<file path="src/rtl/fetch_ctrl.sv">
// -----------------------------------------------------------------------------
// fetch_ctrl
//
// Instruction fetch sequencer. Owns the program counter, reads a single-cycle
// combinational instruction memory (pc out, mem_inst back in the same cycle),
// and hands one registered instruction at a time to decode. It accepts branch
// redirects from execute, stops on a HALT opcode and can be restarted without
// reset, and traps permanently (until reset) on a fetch from an out-of-range PC.
//
// Parameters
//   WIDTH      instruction width (opcode is the top 5 bits, WIDTH >= 5)
//   MEM_DEPTH  number of valid instruction words; legal PCs are 0..MEM_DEPTH-1
//   RESET_PC   PC loaded on reset and on start
//
// Ports
//   clk            in   sole clock, rising edge
//   rst_n          in   asynchronous active-low reset
//   start          in   begin fetching from RESET_PC (IDLE and HALTED only)
//   pc             out  address to the instruction memory
//   mem_inst       in   instruction memory read data for pc, same cycle
//   inst_out       out  registered instruction to decode
//   inst_pc        out  address inst_out was fetched from
//   inst_valid     out  inst_out holds an undelivered instruction
//   inst_ready     in   decode accepts
//   redirect_valid in   execute requests a PC change (one-cycle pulse)
//   redirect_pc    in   redirect target
//   halted         out  controller is in HALTED
//   fault          out  sticky: a fetch was attempted at pc >= MEM_DEPTH
//   fetch_count    out  instructions delivered since reset/start (wraps)
//   state_dbg      out  current FSM state: 0 IDLE, 1 FETCH, 2 HALTED, 3 FAULT
//
// Handshake: an instruction transfers to decode on every rising edge where
// inst_valid & inst_ready are both high. inst_valid never depends on
// inst_ready, and while inst_valid & !inst_ready holds, inst_out and inst_pc
// are held stable until the transfer or a flush (redirect, start, reset).
// -----------------------------------------------------------------------------

`ifndef WIDTH
`define WIDTH 16
`endif

`ifndef HALT
`define HALT 5'b11111
`endif

module fetch_ctrl #(
  parameter int unsigned WIDTH     = `WIDTH,
  parameter int unsigned MEM_DEPTH = 16,
  parameter logic [31:0] RESET_PC  = 32'd0
) (
  input  logic             clk,
  input  logic             rst_n,
  input  logic             start,
  output logic [31:0]      pc,
  input  logic [WIDTH-1:0] mem_inst,
  output logic [WIDTH-1:0] inst_out,
  output logic [31:0]      inst_pc,
  output logic             inst_valid,
  input  logic             inst_ready,
  input  logic             redirect_valid,
  input  logic [31:0]      redirect_pc,
  output logic             halted,
  output logic             fault,
  output logic [31:0]      fetch_count,
  output logic [1:0]       state_dbg
);

  typedef enum logic [1:0] {
    S_IDLE   = 2'd0,
    S_FETCH  = 2'd1,
    S_HALTED = 2'd2,
    S_FAULT  = 2'd3
  } state_e;

  state_e           state_q, state_d;
  logic [31:0]      pc_q, pc_d;
  logic [WIDTH-1:0] inst_q, inst_d;
  logic [31:0]      inst_pc_q, inst_pc_d;
  logic             valid_q, valid_d;
  logic             fault_q, fault_d;
  logic [31:0]      count_q, count_d;

  logic             handshake;
  logic             slot_free;
  logic             pc_out_of_range;
  logic             is_halt;

  assign handshake       = valid_q & inst_ready;
  // The output register can take a new word if it is empty or being drained
  // in this very cycle.
  assign slot_free       = ~valid_q | inst_ready;
  assign pc_out_of_range = (pc_q >= MEM_DEPTH);
  assign is_halt         = (mem_inst[WIDTH-1 -: 5] == `HALT);

  // ---------------------------------------------------------------------------
  // State register
  // ---------------------------------------------------------------------------
  always_ff @(posedge clk or negedge rst_n) begin
    if (!rst_n) begin
      state_q   <= S_IDLE;
      pc_q      <= RESET_PC;
      inst_q    <= '0;
      inst_pc_q <= '0;
      valid_q   <= 1'b0;
      fault_q   <= 1'b0;
      count_q   <= '0;
    end else begin
      state_q   <= state_d;
      pc_q      <= pc_d;
      inst_q    <= inst_d;
      inst_pc_q <= inst_pc_d;
      valid_q   <= valid_d;
      fault_q   <= fault_d;
      count_q   <= count_d;
    end
  end

  // ---------------------------------------------------------------------------
  // Next-state logic
  // ---------------------------------------------------------------------------
  always_comb begin
    state_d   = state_q;
    pc_d      = pc_q;
    inst_d    = inst_q;
    inst_pc_d = inst_pc_q;
    // A delivered word leaves the slot unless something reloads it below.
    valid_d   = valid_q & ~inst_ready;
    fault_d   = fault_q;
    // Deliveries are counted in every state, including the cycle of a redirect.
    count_d   = count_q + {31'd0, handshake};

    case (state_q)
      S_IDLE: begin
        if (start) begin
          state_d = S_FETCH;
          pc_d    = RESET_PC;
          count_d = '0;
        end
      end

      S_FETCH: begin
        if (redirect_valid) begin
          // Flush whatever is queued for decode; the target is fetched on the
          // next cycle, which gives the single bubble after a redirect.
          pc_d    = redirect_pc;
          valid_d = 1'b0;
        end else if (slot_free) begin
          if (pc_out_of_range) begin
            state_d = S_FAULT;
            fault_d = 1'b1;
            valid_d = 1'b0;
          end else begin
            inst_d    = mem_inst;
            inst_pc_d = pc_q;
            valid_d   = 1'b1;
            if (is_halt) begin
              // pc stays on the HALT word; nothing more is loaded.
              state_d = S_HALTED;
            end else begin
              pc_d = pc_q + 32'd1;
            end
          end
        end
      end

      S_HALTED: begin
        // The HALT word drains normally through the default valid_d above.
        if (start) begin
          state_d = S_FETCH;
          pc_d    = RESET_PC;
          count_d = '0;
          valid_d = 1'b0;
        end
      end

      S_FAULT: begin
        valid_d = 1'b0;
        fault_d = 1'b1;
      end

      default: begin
        state_d = S_IDLE;
        valid_d = 1'b0;
      end
    endcase
  end

  // ---------------------------------------------------------------------------
  // Outputs
  // ---------------------------------------------------------------------------
  assign pc          = pc_q;
  assign inst_out    = inst_q;
  assign inst_pc     = inst_pc_q;
  assign inst_valid  = valid_q;
  assign halted      = (state_q == S_HALTED);
  assign fault       = fault_q;
  assign fetch_count = count_q;
  assign state_dbg   = state_q;

endmodule

</file>
<file path="config.mk">
export PLATFORM = sky130hd
export DESIGN_NAME = fetch_ctrl
export DESIGN_NICKNAME = d
export VERILOG_FILES = /design/src/rtl/fetch_ctrl.sv
export SDC_FILE = /design/constraint.sdc
export NUM_CORES = 1
export LEC_CHECK = 0
export ABC_AREA = 1
export CAP_MARGIN = 20
export CORE_ASPECT_RATIO = 1.5
export CORE_MARGIN = 2
export CORE_UTILIZATION = 45
export CTS_CLUSTER_DIAMETER = 150
export CTS_CLUSTER_SIZE = 25
export DETAILED_ROUTE_END_ITERATION = 7
export PLACE_DENSITY = 0.77
export SLEW_MARGIN = 5
export SYNTH_ARGS = -nofsm -noshare
export SYNTH_HDL_FRONTEND = slang
export SYNTH_SLANG_ARGS = --single-unit
</file>
<file path="constraint.sdc">
create_clock -name clk -period 1.7 [get_ports clk]
set_input_delay 0.255 -clock clk [delete_from_list [all_inputs] [get_ports clk]]
set_output_delay 0.255 -clock clk [all_outputs]
set_load 0.01 [all_outputs]
</file>
==> results of run 1 <==
-- sequential cells by signal, summed over array words and instances (netlist names) --
name         cells
state_dbg        2
pc              32
inst_out        16
fault            1
fetch_count     32
inst_pc         32
inst_valid       1
-- Yosys cell counts (4+ instances only) --
| cell | n | area share [%] |
|---|---|---|
| sky130_fd_sc_hd__nand3_1 | 58 | 4.4 |
| sky130_fd_sc_hd__nor2_2 | 7 | 0.66 |
| sky130_fd_sc_hd__nand2_1 | 284 | 16 |
| sky130_fd_sc_hd__ha_1 | 4 | 0.76 |
| sky130_fd_sc_hd__xor2_1 | 13 | 1.7 |
| sky130_fd_sc_hd__dfrtp_1 | 116 | 44 |
| sky130_fd_sc_hd__inv_1 | 96 | 5.5 |
| sky130_fd_sc_hd__o21ai_0 | 23 | 1.7 |
| sky130_fd_sc_hd__nor3_1 | 18 | 1.4 |
| sky130_fd_sc_hd__clkbuf_1 | 16 | 0.91 |
| sky130_fd_sc_hd__inv_2 | 8 | 0.45 |
| sky130_fd_sc_hd__nand3b_1 | 12 | 1.4 |
| sky130_fd_sc_hd__a21oi_1 | 32 | 2.4 |
| sky130_fd_sc_hd__o21ai_1 | 5 | 0.38 |
| sky130_fd_sc_hd__buf_2 | 9 | 0.68 |
| sky130_fd_sc_hd__or2_2 | 11 | 1.0 |
| sky130_fd_sc_hd__nand4_1 | 39 | 3.7 |
| sky130_fd_sc_hd__nor2_1 | 159 | 9.0 |
-- area by class of cell --
| type | count | area [sq um] | area share (%) |
|---|---|---|---|
| clock buffers | 17 | 425 | 4.10 |
| clock inverters | 15 | 189 | 1.82 |
| inverters | 105 | 397 | 3.82 |
| multi-input cells | 688 | 3420 | 32.9 |
| flip-flops and latches | 116 | 2920 | 28.1 |
| well taps | 196 | 245 | 2.36 |
| repair buffers | 298 | 2780 | 26.8 |
-- stage by stage --
step	util [%]	setup WS (ps)	cells
6_report	71.8	22.6	1435
5_1_grt	71.8	-64.3	1435
4_1_cts	69.3	-69.0	1427
3_5_place_dp	63.8	-541	1375
3_3_place_gp	63.8	-493	1375
2_1_floorplan	-	-57.6	941
-- per-layer routing --
layer	wire length, um	share of wire (%)
met5	0	0
met4	1860	8.1
met3	1230	5.3
met2	12000	52
met1	7930	34
-- timing repair --
action / 4_1_cts / 5_1_grt
pin swaps: 5 / 8
cloned: 0 / 2
endpoints found under the hold margin: 116 / 0
hold buffers: 1 / 0
setup buffers: 19 / 6
resized for setup: 47 / 86
setup endpoints to repair: 58 / 92
-- worst max-delay path, cell delays in order, from the launching register on --
cell                            delay [ps]
sky130_fd_sc_hd__dfrtp_2               450
sky130_fd_sc_hd__buf_4                 150
sky130_fd_sc_hd__buf_4                 130
sky130_fd_sc_hd__dlygate4sd2_1         280
-- path summary, 6_finish.rpt --
path	start	endpoint	slack, ps	cells past startpoint
worst max-delay path	pc[0]	pc[0]	20	3
worst min-delay path	rst_n	pc[19]	380	3
worst max register to register	pc[4]	pc[1]	40	8
worst min register to register	inst_out[9]	inst_out[9]	480	2
max in group asynchronous	rst_n	pc[5]	810	3
min in group clk	mem_inst[2]	inst_out[2]	380	3
-- report_power, final --
group / switching, mW / internal [mW] / total [mW]
Clock: 1.50 / 2.23 / 3.73
Combinational: 2.25 / 2.07 / 4.31
Sequential: 0.343 / 3.20 / 3.54
-- logic make-up after synthesis --
kind of cell / Yosys count / share of synthesized area, %
XOR/XNOR: 16 / 2.12
AND/OR/NAND/NOR: 597 / 39.0
buffers and inverters: 137 / 8.29
AO/OA/AOI/OAI: 71 / 5.89
adder cells (fa/ha/maj): 4 / 0.757
flip-flops: 116 / 43.9
==> impl_metrics.yaml, run 1 <==
status:
  run_status: "complete, no violations"
finish:
  mostFrequentLayoutCell: "sky130_fd_sc_hd__nand2_1"
  final_cell_mix: "sky130_fd_sc_hd__nand2_1 (278), sky130_fd_sc_hd__nor2_1 (142), sky130_fd_sc_hd__clkdlybuf4s50_1 (125)"
  antennaDiodeCount: 0
  syn_to_final_growth_pct: 57.1
  final_cell_area_sq_um: 10400
  nFillCells: 1208
  post_route_cells_drive_above_1_share_pct: 21.2
  nets: 1283
grt:
  overflow: 0
  grt_first_pass_wirelength_um: 35800
  pin_count_of_the_biggest_net_entering_global_routing: 76
  grt_pass1_vias: 7281
  track_usage_pct: 29.5
  grt_use_met2_pct: 51.8
  global_route.usage.met3_pct: 4.68
  antenna_found_initial: 0
  gr-usage-met1_pct: 30.9
  grt_most_used_layer: "met2"
sta:
  layout_min_cycle_time_ps: 1680
  final.setup.tns_ps: 0
  slew_headroom_pct: 63.5
  worstMarginPinSlew_ps: 548
  worst_clock_skew_on_the_final_layout_ps: 13.7
  finalCritPeriodShare_pct: 98.7
  setup_viol_count_final: 0
  timing.final.max_slew_violations: 0
  holdWs_ps: 375
  max_clock_freq_ghz: 0.596
  unrepaired_setup_endpoints_after_global_routing: "yes"
  hold_violations: 0
critical_path:
  crit_required_ps: 1440
  timing.setup.critical_path_class: "flop to output port"
  crit_path_max_fanout: 4
  critical_path_arrival_ps: 1420
  critPathLaunchType: "flop"
  crit_path_end_kind: "output port"
floorplanning:
  ioPinCount: 170
  num_rows: 54
  die_height_um: 152
  die_width_um: 103
  dieArea_sq_um: 15700
  area_of_the_placeable_core_sq_um: 14500
  initial_cell_density_of_the_core_pct: 45.7
yosys:
  synth_fp_nets: 998
  postSynthAreaPerCell_sq_um: 7.02
  synth-seq-cells: 116
  yosys_most_used_dff: "sky130_fd_sc_hd__dfrtp_1"
  count_of_flip_flops_with_a_built_in_enable_after_synthesis: 0
  syn-instance-count: 941
  synth_async_sr_flop_share_pct: 100
  synth_sequential_area_ratio_pct: 43.9
  synth.cell_area_sq_um: 6610
  synthDistinctLibCells: 36
  yosys_warn_count: 0
clock_tree:
  cts.htree.levels: 4
  cts-buffers-inserted: 17
  clk_latency_ps: 420
  clock-sinks: 116
  tritoncts: "done"
  ctsRootBufferMaster: "sky130_fd_sc_hd__clkbuf_16"
  clock_path_buffers: 2
  cts.clk_slew.worst_paths_ps: 60
detailed_routing:
  vias_per_cell: 5.20
  detail_route.wl_per_cell_um: 16.1
  antenna_violating_nets_post_route: 0
  via_count: 7461
  first_iter_violations: 349
  drt-total-wl_um: 23100
  drt_first_pass_iters: 5
  remaining_drc_errors: 0
flow_run:
  maxCapViolations: 0
worst_hold_path:
  class_of_the_tightest_hold_or_removal_check: "primary input to async pin"
place:
  port-buffer-count: 169
  place.gp.congestion: 0.961
  hpwl_um: 16500
  postPlaceCellArea_sq_um: 9220
pwr:
  power.leakage_nw: 5.15
  powerDensity_nw_per_um2: 1120
  post-layout-total-power_mw: 11.6
  vdd_drop_max_mv: 0.733
Note: power is estimated with default switching activity, not from simulation.
==> run 2: changes to the inputs <==
--- a/config.mk
+++ b/config.mk
@@ -14,7 +14,7 @@
 export CTS_CLUSTER_SIZE = 25
 export DETAILED_ROUTE_END_ITERATION = 7
 export PLACE_DENSITY = 0.77
-export SLEW_MARGIN = 5
+export SLEW_MARGIN = 20
 export SYNTH_ARGS = -nofsm -noshare
 export SYNTH_HDL_FRONTEND = slang
 export SYNTH_SLANG_ARGS = --single-unit
==> results of run 2 <==
The final DEF is identical to that of run 1; final timing and power are the same.
==> run 3: changes to the inputs <==
--- a/config.mk
+++ b/config.mk
@@ -14,6 +14,7 @@
 export CTS_CLUSTER_SIZE = 25
 export DETAILED_ROUTE_END_ITERATION = 7
 export PLACE_DENSITY = 0.77
+export SKIP_LAST_GASP = 1
 export SLEW_MARGIN = 20
 export SYNTH_ARGS = -nofsm -noshare
 export SYNTH_HDL_FRONTEND = slang
==> impl_metrics.yaml, run 3 (synthesized netlist as in run 1, its figures left out) <==
critical_path:
  largest_stage_delay_on_the_critical_path_ps: 380
  critical-path-top-delay-family: "simple AND/OR/NAND/NOR gates"
  critical_path_cell_by_cell: "buf_4, nor3_1, nand2_1, nor2_4, nand3_4, buf_6, nand4_1, nand2_1"
  crit_required_ps: 2000
  setup.reg_to_reg.worst_slack_ps: -80
  crit_path_end_kind: "flop"
  worst_r2r_startpoint: "pc[4]"
  worstSetupPathDepth: 8
  timing.rr.end: "pc[1]"
  crit_path_max_fanout: 18
  timing.critical_path.slowest_stage_cell: "sky130_fd_sc_hd__dfrtp_1"
  worst-path-buf-inv: 2
  critPathLaunchType: "flop"
  timing.setup.critical_path_class: "flop to flop"
  reg2reg_depth: 8
  critical_path_arrival_ps: 2080
  critical_path.most_common_cell: "sky130_fd_sc_hd__nand2_1"
sta:
  timing.final.max_slew_violations: 0
  hold_violations: 0
  finalWorstSetupSlack_ps: -81.2
  worst_clock_skew_on_the_final_layout_ps: 13.8
  slew_headroom_pct: 63.0
  unrepaired_setup_endpoints_after_global_routing: "yes"
  setup_viol_count_final: 71
  worstMarginPinSlew_ps: 555
  finalCritPeriodShare_pct: 105
  layout_min_cycle_time_ps: 1780
  max_clock_freq_ghz: 0.561
detailed_routing:
  first_iter_violations: 341
  drt-total-wl_um: 23100
  remaining_drc_errors: 0
  via_count: 7489
  drt_first_pass_iters: 6
  vias_per_cell: 5.22
  detail_route.wl_per_cell_um: 16.1
  antenna_violating_nets_post_route: 0
place:
  preCtsSetupSlack_ps: -541
  place.gp.congestion: 0.961
  postPlaceCellArea_sq_um: 9220
  placedCellCount: 1375
  port-buffer-count: 169
  hpwl_um: 16500
clock_tree:
  cts.clk_slew.worst_paths_ps: 60
  cts-buffers-inserted: 17
  tritoncts: "done"
  ctsRootBufferMaster: "sky130_fd_sc_hd__clkbuf_16"
  clk_latency_ps: 420
  clock-sinks: 116
  clock_path_buffers: 2
  cts.htree.levels: 4
grt:
  pin_count_of_the_biggest_net_entering_global_routing: 76
  grt_pass1_vias: 7281
  antenna_found_initial: 0
  overflow: 0
  track_usage_pct: 29.5
  grt_first_pass_wirelength_um: 35800
status:
  run_status: "finished with violations"
  violations: "setup timing"
finish:
  finish.cell_count_without_fillers: 1435
  nFillCells: 1206
  syn_to_final_growth_pct: 56.6
  final_cell_area_sq_um: 10300
  post_route_cells_drive_above_1_share_pct: 20.4
  antennaDiodeCount: 0
  mostFrequentLayoutCell: "sky130_fd_sc_hd__nand2_1"
  nets: 1283
  final_cell_mix: "sky130_fd_sc_hd__nand2_1 (278), sky130_fd_sc_hd__nor2_1 (144), sky130_fd_sc_hd__clkdlybuf4s50_1 (127)"
pwr:
  vdd_drop_max_mv: 0.740
  powerDensity_nw_per_um2: 1120
  post-layout-total-power_mw: 11.6
  power.leakage_nw: 5.15
floorplanning:
  ioPinCount: 170
  num_rows: 54
  die_width_um: 103
  initial_cell_density_of_the_core_pct: 45.7
  dieArea_sq_um: 15700
  area_of_the_placeable_core_sq_um: 14500
  die_height_um: 152
worst_hold_path:
  whs_endpoint: "inst_out[2]"
  class_of_the_tightest_hold_or_removal_check: "primary input to flop"
  min-delay-start: "mem_inst[2]"
  min_delay_path_depth: 3
flow_run:
  maxCapViolations: 0
run 3: changes by cell type in the layout (fill, tap and decap cells not counted), sizes merged:
cell,change
buf,-1
clkdlybuf4s50,+2
dlygate4sd2,-1
run 3: layout make-up:
class,count,area [sq um],share of cell area [%]
flip-flops and latches,116,2920,28.2
inverters,105,397,3.83
well taps,196,245,2.37
repair buffers,298,2790,26.9
clock buffers,17,425,4.11
multi-input cells,688,3390,32.7
clock inverters,15,189,1.83
run 3: repair_timing:
action,in CTS,in global routing
endpoints found under the setup margin,58,93
gates cloned,0,2
hold buffers,1,0
setup buffers,19,6
pin swaps,5,8
resized for setup,46,75
endpoints found under the hold margin,116,0
run 3: report_power, final:
part           switching, mW  internal (mW)  leakage [nW]
clock                   1.50           2.23         0.296
sequential             0.341           3.19          1.38
combinational           2.25           2.07          3.48
total                   4.09           7.49          5.15
run 3: stage by stage:
| stage | setup TNS, ps | hold WS [ps] | utilization (%) |
|---|---|---|---|
| floorplan | -57.6 | -40.6 | - |
| global placement | -10110 | 299 | 63.8 |
| detailed placement | -11940 | 303 | 63.8 |
| CTS | -247 | 366 | 69.3 |
| global route | -6430 | 378 | 71.6 |
| finish | -2690 | 375 | 71.6 |
run 3: worst register-to-register path, delay by kind of cell (launching register included):
kind          cells  cell delay [ps]
simple gates      6              940
buf+inv           2              360
flops             1              380
run 3: worst max-delay path by stage:
stage | startpoint | slack [ps] | to
floorplan | inst_valid | -60 | fetch_count[16]
global route | pc[4] | -150 | pc[1]
detailed placement | inst_ready | -540 | fetch_count[28]
CTS | pc[0] | -70 | pc[18]
global placement | inst_ready | -490 | fetch_count[28]
finish | pc[4] | -80 | pc[1]
run 3: metal layers:
metal | vias up | GRT usage, % | part of all wire, %
li1 | 3561 | - | -
met1 | 3484 | 30.9 | 34
met2 | 329 | 51.8 | 53
met3 | 115 | 4.68 | 5.5
met4 | 0 | 21.0 | 7.8
met5 | - | 0 | 0
